## src/rtl/mem_arbiter_if.sv

```systemverilog
// Bundle of IFU request/response, LSU request/response and RAM port signals
// shared by mem_arbiter (slave) and the requester/RAM side (master).
interface mem_arbiter_if #(
    parameter int DATA_WIDTH = 32,
    parameter int ADDR_WIDTH = 32
);
    logic                  ifu_req_valid;
    logic                  ifu_req_ready;
    logic [ADDR_WIDTH-1:0] ifu_addr;
    logic                  ifu_resp_valid;
    logic [DATA_WIDTH-1:0] ifu_rdata;

    logic                  lsu_req_valid;
    logic                  lsu_req_ready;
    logic                  lsu_we;
    logic [1:0]            lsu_format;
    logic [ADDR_WIDTH-1:0] lsu_addr;
    logic [DATA_WIDTH-1:0] lsu_wdata;
    logic                  lsu_resp_valid;
    logic [DATA_WIDTH-1:0] lsu_rdata;

    logic                  mem_en;
    logic                  mem_we;
    logic [1:0]            mem_format;
    logic [ADDR_WIDTH-1:0] mem_addr;
    logic [DATA_WIDTH-1:0] mem_wdata;
    logic [DATA_WIDTH-1:0] mem_rdata;

    modport master (
        output ifu_req_valid, ifu_addr,
        output lsu_req_valid, lsu_we, lsu_format, lsu_addr, lsu_wdata,
        output mem_rdata,
        input  ifu_req_ready, ifu_resp_valid, ifu_rdata,
        input  lsu_req_ready, lsu_resp_valid, lsu_rdata,
        input  mem_en, mem_we, mem_format, mem_addr, mem_wdata
    );

    modport slave (
        input  ifu_req_valid, ifu_addr,
        input  lsu_req_valid, lsu_we, lsu_format, lsu_addr, lsu_wdata,
        input  mem_rdata,
        output ifu_req_ready, ifu_resp_valid, ifu_rdata,
        output lsu_req_ready, lsu_resp_valid, lsu_rdata,
        output mem_en, mem_we, mem_format, mem_addr, mem_wdata
    );
endinterface

```

## src/rtl/mem_arbiter.sv

```systemverilog
// IFU/LSU arbiter and sequencer for the shared RAM port (IDLE/BUSY/RESP).
// MEM_ARB_ROUND_ROBIN_EN selects round-robin conflicts; default is fixed LSU priority.
module mem_arbiter #(
    parameter int DATA_WIDTH = 32,
    parameter int ADDR_WIDTH = 32,
    parameter int MEM_LAT    = 1
) (
    input  logic         clk,
    input  logic         rst_n,
    mem_arbiter_if.slave bus
);
    localparam int CNT_W = $clog2(MEM_LAT + 1);
    localparam logic [CNT_W-1:0] CNT_INIT = CNT_W'(MEM_LAT - 1);

    typedef enum logic [1:0] {IDLE = 2'd0, BUSY = 2'd1, RESP = 2'd2} state_t;

    state_t                state, state_nxt;
    logic [CNT_W-1:0]      cnt;
    logic                  own_lsu;
    logic                  lat_we;
    logic [1:0]            lat_fmt;
    logic [ADDR_WIDTH-1:0] lat_addr;
    logic [DATA_WIDTH-1:0] lat_wdata;
    logic [DATA_WIDTH-1:0] ifu_rdata_q;
    logic [DATA_WIDTH-1:0] lsu_rdata_q;
    logic                  accept_win, lsu_wins, lsu_xfer, ifu_xfer, xfer, done;
`ifdef MEM_ARB_ROUND_ROBIN_EN
    logic                  last_lsu;
`endif

    // Ready is gated by rst_n so nothing is granted while reset is held.
    always_comb begin
        accept_win = rst_n && (state == IDLE || state == RESP);
`ifdef MEM_ARB_ROUND_ROBIN_EN
        lsu_wins = bus.lsu_req_valid && (!bus.ifu_req_valid || !last_lsu);
`else
        lsu_wins = bus.lsu_req_valid;
`endif
        lsu_xfer = accept_win && lsu_wins;
        ifu_xfer = accept_win && bus.ifu_req_valid && !lsu_wins;
        xfer     = lsu_xfer || ifu_xfer;
        done     = (state == BUSY) && (cnt == '0);
    end

    always_ff @(posedge clk or negedge rst_n) begin
        if (!rst_n) state <= IDLE;
        else        state <= state_nxt;
    end

    always_comb begin
        state_nxt = state;
        unique case (state)
            IDLE:    if (xfer) state_nxt = BUSY;
            BUSY:    if (done) state_nxt = RESP;
            RESP:    state_nxt = xfer ? BUSY : IDLE;
            default: state_nxt = IDLE;
        endcase
    end

    always_ff @(posedge clk or negedge rst_n) begin
        if (!rst_n) begin
            cnt         <= '0;
            own_lsu     <= 1'b0;
            lat_we      <= 1'b0;
            lat_fmt     <= '0;
            lat_addr    <= '0;
            lat_wdata   <= '0;
            ifu_rdata_q <= '0;
            lsu_rdata_q <= '0;
`ifdef MEM_ARB_ROUND_ROBIN_EN
            last_lsu    <= 1'b0;
`endif
        end else begin
            if (lsu_xfer) begin
                own_lsu   <= 1'b1;
                lat_we    <= bus.lsu_we;
                lat_fmt   <= bus.lsu_format;
                lat_addr  <= bus.lsu_addr;
                lat_wdata <= bus.lsu_wdata;
            end else if (ifu_xfer) begin
                own_lsu   <= 1'b0;
                lat_we    <= 1'b0;
                lat_fmt   <= 2'b10;
                lat_addr  <= bus.ifu_addr;
                lat_wdata <= '0;
            end
`ifdef MEM_ARB_ROUND_ROBIN_EN
            if (xfer) last_lsu <= lsu_xfer;
`endif
            if (xfer)
                cnt <= CNT_INIT;
            else if (state == BUSY && cnt != '0)
                cnt <= cnt - CNT_W'(1);
            if (done) begin
                if (own_lsu) lsu_rdata_q <= lat_we ? '0 : bus.mem_rdata;
                else         ifu_rdata_q <= bus.mem_rdata;
            end
        end
    end

    // The first BUSY cycle is the one where the counter still holds its load value.
    always_comb begin
        bus.ifu_req_ready  = ifu_xfer;
        bus.lsu_req_ready  = lsu_xfer;
        bus.mem_en         = (state == BUSY) && (cnt == CNT_INIT);
        bus.mem_we         = (state == BUSY) && (cnt == CNT_INIT) && lat_we;
        bus.mem_format     = lat_fmt;
        bus.mem_addr       = lat_addr;
        bus.mem_wdata      = lat_wdata;
        bus.ifu_resp_valid = (state == RESP) && !own_lsu;
        bus.lsu_resp_valid = (state == RESP) && own_lsu;
        bus.ifu_rdata      = ifu_rdata_q;
        bus.lsu_rdata      = lsu_rdata_q;
    end
endmodule

```

## src/flat_wrapper.sv

```systemverilog
// flat-port wrapper written by rule: the top's interface ports become plain ports
module mem_arbiter_flat 
#(
    parameter int DATA_WIDTH = 32,
    parameter int ADDR_WIDTH = 32,
    parameter int MEM_LAT    = 1
)
  (clk, rst_n, bus_ifu_req_valid, bus_ifu_addr, bus_lsu_req_valid, bus_lsu_we, bus_lsu_format, bus_lsu_addr, bus_lsu_wdata, bus_mem_rdata, bus_ifu_req_ready, bus_ifu_resp_valid, bus_ifu_rdata, bus_lsu_req_ready, bus_lsu_resp_valid, bus_lsu_rdata, bus_mem_en, bus_mem_we, bus_mem_format, bus_mem_addr, bus_mem_wdata);
  mem_arbiter_if #(.DATA_WIDTH(DATA_WIDTH), .ADDR_WIDTH(ADDR_WIDTH)) bus_i ();
  input  logic clk;
  input  logic rst_n;
  input wire logic [$bits(bus_i.ifu_req_valid)-1:0] bus_ifu_req_valid;
  input wire logic [$bits(bus_i.ifu_addr)-1:0] bus_ifu_addr;
  input wire logic [$bits(bus_i.lsu_req_valid)-1:0] bus_lsu_req_valid;
  input wire logic [$bits(bus_i.lsu_we)-1:0] bus_lsu_we;
  input wire logic [$bits(bus_i.lsu_format)-1:0] bus_lsu_format;
  input wire logic [$bits(bus_i.lsu_addr)-1:0] bus_lsu_addr;
  input wire logic [$bits(bus_i.lsu_wdata)-1:0] bus_lsu_wdata;
  input wire logic [$bits(bus_i.mem_rdata)-1:0] bus_mem_rdata;
  output wire logic [$bits(bus_i.ifu_req_ready)-1:0] bus_ifu_req_ready;
  output wire logic [$bits(bus_i.ifu_resp_valid)-1:0] bus_ifu_resp_valid;
  output wire logic [$bits(bus_i.ifu_rdata)-1:0] bus_ifu_rdata;
  output wire logic [$bits(bus_i.lsu_req_ready)-1:0] bus_lsu_req_ready;
  output wire logic [$bits(bus_i.lsu_resp_valid)-1:0] bus_lsu_resp_valid;
  output wire logic [$bits(bus_i.lsu_rdata)-1:0] bus_lsu_rdata;
  output wire logic [$bits(bus_i.mem_en)-1:0] bus_mem_en;
  output wire logic [$bits(bus_i.mem_we)-1:0] bus_mem_we;
  output wire logic [$bits(bus_i.mem_format)-1:0] bus_mem_format;
  output wire logic [$bits(bus_i.mem_addr)-1:0] bus_mem_addr;
  output wire logic [$bits(bus_i.mem_wdata)-1:0] bus_mem_wdata;
  assign bus_i.ifu_req_valid = bus_ifu_req_valid;
  assign bus_i.ifu_addr = bus_ifu_addr;
  assign bus_i.lsu_req_valid = bus_lsu_req_valid;
  assign bus_i.lsu_we = bus_lsu_we;
  assign bus_i.lsu_format = bus_lsu_format;
  assign bus_i.lsu_addr = bus_lsu_addr;
  assign bus_i.lsu_wdata = bus_lsu_wdata;
  assign bus_i.mem_rdata = bus_mem_rdata;
  assign bus_ifu_req_ready = bus_i.ifu_req_ready;
  assign bus_ifu_resp_valid = bus_i.ifu_resp_valid;
  assign bus_ifu_rdata = bus_i.ifu_rdata;
  assign bus_lsu_req_ready = bus_i.lsu_req_ready;
  assign bus_lsu_resp_valid = bus_i.lsu_resp_valid;
  assign bus_lsu_rdata = bus_i.lsu_rdata;
  assign bus_mem_en = bus_i.mem_en;
  assign bus_mem_we = bus_i.mem_we;
  assign bus_mem_format = bus_i.mem_format;
  assign bus_mem_addr = bus_i.mem_addr;
  assign bus_mem_wdata = bus_i.mem_wdata;
  mem_arbiter #(.DATA_WIDTH(DATA_WIDTH), .ADDR_WIDTH(ADDR_WIDTH), .MEM_LAT(MEM_LAT)) u_core (.clk(clk), .rst_n(rst_n), .bus(bus_i));
endmodule
```

## config.mk

```make
export PLATFORM = sky130hd
export DESIGN_NAME = mem_arbiter_flat
export DESIGN_NICKNAME = d
export VERILOG_FILES = /design/src/rtl/mem_arbiter_if.sv /design/src/rtl/mem_arbiter.sv /design/src/flat_wrapper.sv
export SDC_FILE = /design/constraint.sdc
export NUM_CORES = 1
export LEC_CHECK = 0
export BUFFER_PORTS_ARGS = -buffer_cell sky130_fd_sc_hd__buf_2
export CAP_MARGIN = 20
export CORE_ASPECT_RATIO = 1.5
export CORE_MARGIN = 3
export CORE_UTILIZATION = 30
export DETAILED_ROUTE_END_ITERATION = 6
export GPL_ROUTABILITY_DRIVEN = 0
export GPL_TIMING_DRIVEN = 1
export SLEW_MARGIN = 25
export SYNTH_ARGS = -nofsm -noshare
export SYNTH_HDL_FRONTEND = slang
export SYNTH_SLANG_ARGS = --single-unit
```

## constraint.sdc

```tcl
create_clock -name clk -period 1.8 [get_ports clk]
set_clock_uncertainty 0.2 [all_clocks]
set_input_delay 0.27 -clock clk [delete_from_list [all_inputs] [get_ports clk]]
set_output_delay 0.27 -clock clk [all_outputs]
set_load 0.1 [all_outputs]
```

# After elaboration in Yosys (flattened, before gate mapping)
# Index checks and enable logic that the tools add are counted.
# totals
ff_bits,135
wordCells,51
out_inout_bits,136
inputBits,135
# op_classes
n_addsub,1
eq_ne,4
reduce_logical,19
muxes,16
bitwise_logic,2
# ops
op,n
two-way mux 32 bit,5
logical AND 1 bit,9
two-way mux 2 bit,4
two-way mux 1 bit,6
one-hot mux 2 bit (3 select lines),1
AND reduction 2 bit,3
nonzero test 2 bit,2
== test 2 x 1 -> 1 bit (second input constant),1
== test 2 bit (second input constant),1
logical NOT 1 bit,2
logical NOT 2 bit,1
logical OR 1 bit,2
inequality test 2 x 1 -> 1 bit (second input constant),1
inequality test 2 bit (second input constant),1
NOT 1 bit,2
subtractor 1 bit (second input constant),1

# Logic depth before layout (Yosys ltp)
# Gate-level depths: netlist of run 1.
# depth
depth_word,8
depth_mapped,5
depth_no_buf,3

# Worst setup path before layout of run 1
# Ideal clock, no wire load.
# synth_path
path_type,reg-to-output
from,reg u_core.state[1]
to,out bus_mem_we
path_buffers,0
arrival_ns,2.777
path_slack_ns,-1.447
path_stages_with_launch,4
required_ns,1.330
path_cell_list,dfrtp_1 nand2b_2 nor2_1 and2_1
# synth_via
elab_chain_cells,3
# synth_rtl
element,line,rtl
from (decl),mem_arbiter.sv:17,"state_t state, state_nxt;"
from (signal assigned),mem_arbiter.sv:47,else state <= state_nxt;
== test 2 x 1 -> 1 bit,-,
logical AND 1 bit,-,
net bus_mem_en,flat_wrapper.sv:26,output wire logic [$bits(bus_i.mem_en)-1:0] bus_mem_en;
logical AND 1 bit,mem_arbiter.sv:106,bus.mem_we = (state == BUSY) && (cnt == CNT_INIT) && lat_we;
to (decl),flat_wrapper.sv:27,output wire logic [$bits(bus_i.mem_we)-1:0] bus_mem_we;
# The timed path passes the listed nets, and every way through them passes these cells.

# Final worst setup path of run 1
# layout_path
from,reg u_core.state[0]
to,out bus_lsu_resp_valid
# layout_via
elab_chain_cells,2
# layout_rtl
element,line,rtl
== test 2 bit,mem_arbiter.sv:111,bus.lsu_resp_valid = (state == RESP) && own_lsu;
logical AND 1 bit,mem_arbiter.sv:111,
to (decl),flat_wrapper.sv:24,output wire logic [$bits(bus_i.lsu_resp_valid)-1:0] bus_lsu_resp_valid;
# No other way between the ends.

==> results of run 1 <==
[where the power goes]
| group | internal (mW) | leakage (nW) | switching, mW | total, mW |
|---|---|---|---|---|
| clock network | 2.26 | 0.291 | 1.31 | 3.58 |
| logic | 1.67 | 2.72 | 6.76 | 8.43 |
| registers | 3.81 | 1.65 | 0.437 | 4.24 |
[cell type report]
cell class	instances	area (um^2)
clock buffers	22	464.2
clock inverters	10	145.1
fillers	1540	8770
inverters	3	11.26
multi-input cells	243	2207
flip-flops and latches	135	3381
well taps	217	271.5
repair buffers	389	2768
[per-layer routing]
layer	share of wire, %	vias to the layer above	GRT usage (%)	routed length (um)
li1	-	2195	-	-
met1	38	2261	17.10	6346
met2	52	227	28.23	8802
met3	7.4	35	5.561	1243
met4	2.2	0	6.169	374
met5	0	-	0	0
[final timing paths]
path / startpoint / end / slack, ns
worst max-delay path: u_core.state[0]$_DFFE_PN0P_ / bus_lsu_resp_valid / -0.12
worst min-delay path: bus_lsu_addr[27] / u_core.bus.mem_addr[27]$_DFFE_PN0N_ / 0.02
worst max register to register: u_core.state[0]$_DFFE_PN0P_ / u_core.bus.mem_addr[8]$_DFFE_PN0N_ / -0.01
worst min register to register: u_core.bus.lsu_rdata[1]$_DFFE_PN0P_ / u_core.bus.lsu_rdata[1]$_DFFE_PN0P_ / 0.27
max in group asynchronous: rst_n / u_core.cnt$_DFFE_PN0P_ / 0.42
min in group asynchronous: rst_n / u_core.bus.mem_wdata[8]$_DFFE_PN0N_ / 0.37
[kinds of logic (layout without fill, tap and decap cells)]
family	Yosys count	count (layout)	synth area share (%)
DFF	135	135	60.92
muxes	96	96	19.49
and+or+nand+nor	77	77	7.491
AOI/OAI and AO/OA	70	70	8.777
buffers and inverters	31	424	3.317
[metrics by stage]
step                area (um^2)  instances  utilization, %  TNS (ns)
finish                     9248       1019           51.33   -0.4517
global route               9248       1019           51.33    -2.213
CTS                        8826       1003           48.99   -0.7454
detailed placement         7363        887           40.87         0
global placement           7363        887           40.87         0
floorplan                  5574        409               -   -0.2140
[registers in the layout, summed over array words and instances (netlist names)]
signal and flops:
u_core.bus.ifu_rdata 32, u_core.bus.mem_format 2, u_core.state 2, u_core.bus.mem_wdata 32, u_core.cnt 1, u_core.own_lsu 1, u_core.lat_we 1, u_core.bus.lsu_rdata 32
u_core.bus.mem_addr 32
[synth_stat cells, types with 2 or more instances]
master,instances,share of area [%]
nor2_1,3,0.20
mux2_1,2,0.41
nand2_1,33,2.2
and2_1,2,0.23
buf_2,15,1.4
mux2_2,94,19
inv_1,3,0.20
o21ai_0,33,3.0
dfrtp_1,135,61
clkbuf_1,6,0.41
a22o_1,34,5.4
buf_6,6,1.2
nand2b_1,32,3.6
[worst min-delay path, stage by stage]
cell and delay (ns):
buf_2 0.08, mux2_2 0.13, mux2_2 0.13
[layout by cell type, fill, tap and decap left out]
cell type / Yosys / routed
buf_4: 1 / 16
buf_12: 0 / 13
inv_1: 3 / 3
and3_1: 1 / 1
o21ai_4: 0 / 1
nand4bb_2: 0 / 1
clkinvlp_4: 0 / 2
a21o_1: 1 / 1
bufinv_16: 0 / 3
clkbuf_16: 0 / 22
nand2b_4: 0 / 1
a22oi_1: 1 / 1
nand2_4: 0 / 1
nor2_4: 0 / 2
and2_4: 0 / 2
nand2_1: 33 / 32
buf_8: 0 / 3
clkinv_2: 0 / 1
buf_2: 15 / 263
nor2b_4: 0 / 1
nor3_4: 1 / 1
nor2_1: 3 / 1
clkinv_4: 0 / 3
dfrtp_1: 135 / 133
a22o_1: 34 / 34
and3b_2: 0 / 1
mux2_4: 0 / 43
mux2_2: 94 / 53
o21ai_0: 33 / 33
clkbuf_1: 6 / 3
inv_6: 0 / 1
nor3b_4: 0 / 1
buf_6: 6 / 8
clkbuf_8: 0 / 2
nand2b_1: 32 / 32
dfrtp_2: 0 / 2
dlygate4sd3_1: 0 / 81
[repair_timing]
item	4_1_cts	5_1_grt
hold buffers	79	2
pin swaps	4	3
buffers inserted	5	8
setup endpoints to repair	6	49
cloned	0	6
endpoints found under the hold margin	242	2
gates resized for setup	9	55
==> results.yml, run 1 <==
run_status:
  status: "finished with violations"
  violations: "setup timing"
detailed_routing:
  viasPerCell: 4.630
  wl_per_cell_um: 16.45
  wl_um: 16770
  drtAntennaViolNets: 0
  vias: 4718
  drc: 0
  dr.pass1.iters: 6
  drt-initial-drc-count: 225
worst_setup_path:
  cp_slowest_stage_delay_ns: 0.46
  cp_cell_sequence: "buf_6, and3b_2, buf_12"
  worstPathRequired_ns: 1.33
  crit_fanout: 3
  worstSetupPathType: "flip-flop to output pin"
  endpoint_kind: "output pin"
  critical_path.top_delay_family: "flip-flops"
  r2r_cells: 6
  path_depth: 3
  startpoint_type: "flip-flop"
  crit_buf_inv: 2
  arrival_ns: 1.45
  slowest_stage: "dfrtp_2"
clock_network:
  clockBufferDepth: 2
  cts-root-buf: "clkbuf_16"
  cts.sinks: 135
  clock_latency_ns: 0.41
  cts_tree: "yes"
  clk_pin_slew_ns: 0.06
  h-tree-depth: 4
  numCtsBuffers: 17
final_layout:
  drive_above_1_share_pct: 55.74
  layout.nets: 924
  n_antenna_cell: 0
  area_growth_pct: 66.76
timing:
  slew_viol_final: 0
  worst_pin_slew_ns: 0.7247
  rsz0062_at_grt: "true"
  period_share_pct: 106.6
  final-hold-violation-count: 0
  setup_viol: 11
  clock.fmax_mhz: 521.0
  slew_headroom_pct: 51.68
  fin_crit_ns: 1.919
  hold_ws_ns: 0.02380
  fin_ws_ns: -0.1194
global_route:
  grt_pass1_wl_um: 25470
  grt_overflow_total: 0
  antenna_found_initial: 0
  grt_max_degree: 136
  grt_use_total_pct: 16.00
  grt_pass1_vias: 5196
synthesis:
  syn_nets: 544
  synthFlopType: "dfrtp_1"
  netlist_area_um2: 5545
  ys_async_sr_fraction_pct: 100.0
  yosys_warnings: 0
  syn_avg_cell_area_um2: 13.56
  synth_edf_count: 0
  synth-seq-cells: 135
  synth_seq_area_share_pct: 60.92
  ys_types: 24
  syn_inst: 409
power:
  p_leak_nw: 4.660
  total_power_mw: 16.25
  p_per_area_nw_per_um2: 1757
  ir_drop_v: 0.0007969
place:
  hpwl_um: 11020
  post-place-ws_ns: 0.03984
  io_buffers: 270
floorplan:
  initial_utilization_pct: 30.78
  die_h_um: 172.5
  ioPinCount: 271
  rows: 60
  die_area_um2: 20190
  die_w_um: 117.0
  coreArea_um2: 18020
worst_hold_path:
  min_path_type: "input port to flip-flop"
  min_path_cells: 3
job:
  drv_cap: 0
Power figures use the tool's default switching activity.
==> run 2, diff against run 1 <==
--- a/config.mk
+++ b/config.mk
@@ -9,10 +9,11 @@
 export CAP_MARGIN = 20
 export CORE_ASPECT_RATIO = 1.5
 export CORE_MARGIN = 3
-export CORE_UTILIZATION = 30
+export CORE_UTILIZATION = 50
 export DETAILED_ROUTE_END_ITERATION = 6
 export GPL_ROUTABILITY_DRIVEN = 0
 export GPL_TIMING_DRIVEN = 1
+export PLACE_DENSITY_LB_ADDON = 0.05
 export SLEW_MARGIN = 25
 export SYNTH_ARGS = -nofsm -noshare
 export SYNTH_HDL_FRONTEND = slang
==> constraint.sdc (replaced) <==
create_clock -name clk -period 2.3 [get_ports clk]
set_clock_uncertainty 0.2 [all_clocks]
set_input_delay 0.345 -clock clk [delete_from_list [all_inputs] [get_ports clk]]
set_output_delay 0.345 -clock clk [all_outputs]
set_load 0.1 [all_outputs]
==> run 2 against run 1 <==
Compared with the run above:
- the run now ends clean
- final area shrank 9.3%
- setup slack gained 0.26 ns
- utilization grew 27 points
- critical path type unchanged
- largest cell class unchanged
- clock-buffer cell count shrank 5
==> results.yml, run 2 (same netlist as run 1, synthesis figures left out) <==
global_route:
  met3_usage_pct: 7.971
  grt_busiest_layer: "met2"
  grt_pass1_vias: 5002
  grtUsageMet1_pct: 27.09
  grt_pass1_wl_um: 24470
  grt_overflow_total: 0
  grt_max_degree: 136
  met2_usage_pct: 45.61
  antenna_found_initial: 0
  grt_use_total_pct: 25.38
final_layout:
  drive_above_1_share_pct: 54.46
  final_core_util_pct: 78.35
  design_area_um2: 8388
  layout.nets: 884
  area_growth_pct: 51.26
  final_common_cell: "buf_2"
  final_cell_mix: "buf_2 (266), dfrtp_1 (135), mux2_2 (94), dlygate4sd3_1 (68), a22o_1 (34)"
  final_cells: 906
  n_antenna_cell: 0
worst_hold_path:
  min_path_type: "input port to flip-flop"
detailed_routing:
  wl_per_cell_um: 17.22
  vias: 4614
  drt-initial-drc-count: 146
  dr.pass1.iters: 4
  drc: 0
  viasPerCell: 5.093
  drtAntennaViolNets: 0
  wl_um: 15600
worst_setup_path:
  startpoint_type: "flip-flop"
  worstSetupPathType: "flip-flop to output pin"
  slowest_stage: "buf_2"
  worstPathRequired_ns: 1.75
  cp_slowest_stage_delay_ns: 0.45
  endpoint_kind: "output pin"
  arrival_ns: 1.61
  crit_fanout: 5
  cp_cell_sequence: "nand2b_2, nor2_2, buf_2"
power:
  total_power_mw: 12.23
  ir_drop_v: 0.0007903
  p_per_area_nw_per_um2: 1458
  p_leak_nw: 4.218
clock_network:
  cts_tree: "yes"
  clockBufferDepth: 2
  cts.sinks: 135
  numCtsBuffers: 17
  clock_latency_ns: 0.40
  clk_pin_slew_ns: 0.06
  cts-root-buf: "clkbuf_16"
  postCtsResizedCells: 0
  h-tree-depth: 4
  cts_setup_buffers: 0
floorplan:
  die_area_um2: 12420
  die_w_um: 91.99
  rows: 46
  die_h_um: 135.0
  initial_utilization_pct: 51.80
  ioPinCount: 271
  coreArea_um2: 10710
timing:
  fin_crit_ns: 2.157
  period_share_pct: 93.80
  tns_ns: 0
  slew_viol_final: 0
  final-hold-violation-count: 0
  slew_headroom_pct: 48.61
  fin_ws_ns: 0.1425
  clock.fmax_mhz: 463.5
  hold_ws_ns: 0.09959
  setup_viol: 0
  rsz0062_at_grt: "false"
  worst_pin_slew_ns: 0.7679
run_status:
  status: "finished, final reports clean"
place:
  post-place-ws_ns: 0.2678
  io_buffers: 270
  dp_cells: 806
  hpwl_um: 10300
  dpl_cell_area_um2: 7131
job:
  drv_cap: 0
==> run 2: area by class of cell <==
| type | count | area [um^2] |
|---|---|---|
| well taps | 144 | 180.2 |
| multi-input cells | 243 | 2006 |
| fillers | 687 | 2317 |
| repair buffers | 349 | 2236 |
| flip-flops and latches | 135 | 3378 |
| clock buffers | 17 | 425.4 |
| inverters | 3 | 11.26 |
| clock inverters | 15 | 151.4 |
==> run 2: what timing repair did <==
action,4_1_cts,5_1_grt
hold buffers,68,0
endpoints found under the hold margin,216,0
setup endpoints to repair,0,0
==> run 2: where the power goes <==
| group | switching, mW | internal (mW) | leakage [nW] |
|---|---|---|---|
| Sequential | 0.319 | 2.98 | 1.65 |
| Clock | 1.03 | 1.60 | 0.280 |
| Combinational | 5.26 | 1.06 | 2.29 |
==> run 2: path summary, 6_finish.rpt <==
kind | from | to | slack, ns | cells after the start
worst max-delay path | u_core.state[1]$_DFFE_PN0P_ | bus_mem_en | 0.14 | 3
worst min-delay path | bus_lsu_addr[2] | u_core.bus.mem_addr[2]$_DFFE_PN0N_ | 0.1 | 3
worst max register to register | u_core.state[0]$_DFFE_PN0P_ | u_core.bus.mem_format[0]$_DFFE_PN0N_ | 0.46 | 5
worst min register to register | u_core.bus.lsu_rdata[2]$_DFFE_PN0P_ | u_core.bus.lsu_rdata[2]$_DFFE_PN0P_ | 0.27 | 2
max in group asynchronous | rst_n | u_core.bus.mem_addr[6]$_DFFE_PN0N_ | 0.91 | 3
min in group asynchronous | rst_n | u_core.bus.mem_addr[25]$_DFFE_PN0N_ | 0.39 | 3
==> run 2: critical path: cells and delay by family (launching register included) <==
kind / cells / cell delay, ns
AND/OR/NAND/NOR: 2 / 0.36
buffers and inverters: 1 / 0.45
flip-flops: 1 / 0.39
==> run 2: per-layer routing <==
| metal | vias up | wire length [um] | share of wire [%] |
|---|---|---|---|
| met5 | - | 0 | 0 |
| met4 | 0 | 468 | 3.0 |
| met3 | 34 | 1181 | 7.6 |
| met2 | 216 | 8610 | 55 |
| met1 | 2248 | 5337 | 34 |
| li1 | 2116 | - | - |
==> run 3, diff against run 2 <==
--- a/config.mk
+++ b/config.mk
@@ -9,11 +9,12 @@
 export CAP_MARGIN = 20
 export CORE_ASPECT_RATIO = 1.5
 export CORE_MARGIN = 3
-export CORE_UTILIZATION = 50
+export CORE_UTILIZATION = 46
 export DETAILED_ROUTE_END_ITERATION = 6
 export GPL_ROUTABILITY_DRIVEN = 0
 export GPL_TIMING_DRIVEN = 1
 export PLACE_DENSITY_LB_ADDON = 0.05
+export REMOVE_ABC_BUFFERS = 1
 export SLEW_MARGIN = 25
 export SYNTH_ARGS = -nofsm -noshare
 export SYNTH_HDL_FRONTEND = slang
==> constraint.sdc (replaced) <==
create_clock -name clk -period 2.28 [get_ports clk]
set_clock_uncertainty 0.2 [all_clocks]
set_input_delay 0.342 -clock clk [delete_from_list [all_inputs] [get_ports clk]]
set_output_delay 0.342 -clock clk [all_outputs]
set_load 0.1 [all_outputs]
==> run 3 against run 2 <==
Compared with the run above:
- first-iteration DRC count shrank 17%
- clock power is essentially flat
- critical path depth grew 1
- worst hold slack lost 0.091 ns
- total power grew 0.50%
- wire length shrank 1.8%
- sequential power is essentially flat
- register-to-register slack gained 0.10 ns
- final cell count grew 0.33%
- via count shrank 3.3%
- clock-buffer cell count grew 3
- non-clock buffer count shrank 4
==> results.yml, run 3 (same netlist as run 1, synthesis figures left out) <==
detailed_routing:
  drt-initial-drc-count: 121
  wl_um: 15320
  wl_per_cell_um: 16.85
  drc: 0
  viasPerCell: 4.910
  vias: 4463
  drtAntennaViolNets: 0
  dr.pass1.iters: 4
clock_network:
  cts_setup_buffers: 0
  cts.sinks: 135
  h-tree-depth: 4
  cts-root-buf: "clkbuf_16"
  clk_pin_slew_ns: 0.06
  postCtsResizedCells: 0
  cts_hold_buf: 66
  clockBufferDepth: 2
  numCtsBuffers: 17
  clock_latency_ns: 0.39
  cts_tree: "yes"
final_layout:
  drive_above_1_share_pct: 53.83
  final_common_cell: "buf_2"
  design_area_um2: 8330
  final_cell_mix: "buf_2 (266), dfrtp_1 (135), mux2_2 (94), dlygate4sd3_1 (66), a22o_1 (34)"
  final_core_util_pct: 71.50
  layout.nets: 880
  area_growth_pct: 50.23
  nFillCells: 852
global_route:
  grt_pass1_wl_um: 23920
  grt_use_total_pct: 23.18
  antenna_found_initial: 1
  grt_max_degree: 136
  grt_pass1_vias: 4698
  grt_overflow_total: 0
timing:
  slew_viol_final: 0
  clock.fmax_mhz: 461.8
  fin_crit_ns: 2.165
  setup_viol: 0
  period_share_pct: 94.97
  rsz0062_at_grt: "false"
  final-hold-violation-count: 0
  worst_pin_slew_ns: 0.7213
  slew_headroom_pct: 51.91
place:
  hpwl_um: 10370
  io_buffers: 270
  dpl_cell_area_um2: 7093
worst_setup_path:
  r2r_setup_slack_ns: 0.56
  cp_cell_sequence: "nor2b_2, nand2_1, nor2_1, buf_12"
  arrival_ns: 1.62
  worstPathRequired_ns: 1.74
  endpoint_kind: "output pin"
  r2r_cells: 4
  slowest_stage: "dfrtp_1"
  cp_slowest_stage_delay_ns: 0.44
  path_depth: 4
  r2r-end: "u_core.bus.ifu_rdata[24]$_DFFE_PN0P_"
  r2r-start: "u_core.state[1]$_DFFE_PN0P_"
  critical_path.top_delay_family: "simple AND/OR/NAND/NOR gates"
  crit_buf_inv: 1
  worstSetupPathType: "flip-flop to output pin"
  startpoint_type: "flip-flop"
  crit_fanout: 5
power:
  p_leak_nw: 4.183
  total_power_mw: 12.29
  ir_drop_v: 0.001267
  p_per_area_nw_per_um2: 1476
worst_hold_path:
  min_from: "bus_mem_rdata[19]"
  holdPathEnd: "u_core.bus.ifu_rdata[19]$_DFFE_PN0P_"
  min_path_type: "input port to flip-flop"
  min_path_cells: 2
floorplan:
  die_w_um: 95.65
  coreArea_um2: 11650
  ioPinCount: 271
  die_area_um2: 13440
  rows: 48
  die_h_um: 140.5
  initial_utilization_pct: 47.59
job:
  drv_cap: 0
run_status:
  status: "finished, final reports clean"
==> run 3: worst max-delay path by stage <==
stage | endpoint | from | slack, ns
after detailed placement | u_core.bus.mem_addr[11]$_DFFE_PN0N_ | bus_lsu_req_valid | 0.24
after CTS | bus_ifu_req_ready | u_core.state[0]$_DFFE_PN0P_ | 0.08
after global routing | bus_ifu_req_ready | u_core.state[0]$_DFFE_PN0P_ | 0.04
after floorplan | bus_mem_we | u_core.state[1]$_DFFE_PN0P_ | -1.04
after global placement | u_core.bus.mem_addr[28]$_DFFE_PN0N_ | bus_lsu_req_valid | 0.29
final | bus_ifu_req_ready | u_core.state[0]$_DFFE_PN0P_ | 0.11
==> run 3: stage by stage <==
step / hold WS (ns) / std cells / setup TNS (ns) / setup slack, ns
6_report: 0.008863 / 909 / 0 / 0.1146
5_1_grt: 0.00003358 / 909 / 0 / 0.03964
4_1_cts: 0.001781 / 908 / 0 / 0.08492
3_5_place_dp: 0.2655 / 810 / 0 / 0.2359
3_3_place_gp: 0.2578 / 810 / 0 / 0.2866
2_1_floorplan: -0.1536 / 381 / -29.45 / -1.039
==> run 3: layout make-up <==
cell class	instances	area, um^2	area share [%]
well taps	150	187.7	2.253
clock inverters	12	127.6	1.532
clock buffers	20	446.7	5.362
multi-input cells	243	1996	23.96
inverters	3	11.26	0.1352
flip-flops and latches	135	3378	40.55
repair buffers	345	2181	26.18
diodes	1	2.502	0.03004
==> run 3: report_power, final <==
group / internal, mW / switching (mW) / leakage (nW)
Combinational: 1.05 / 5.29 / 2.26
Sequential: 3.00 / 0.311 / 1.65
Clock: 1.64 / 0.997 / 0.272
==> run 3: per-layer routing <==
metal | share of wire, % | track usage [%]
met3 | 9.1 | 7.577
met1 | 37 | 25.50
met2 | 51 | 40.58
met4 | 2.5 | 8.921
met5 | 0 | 0
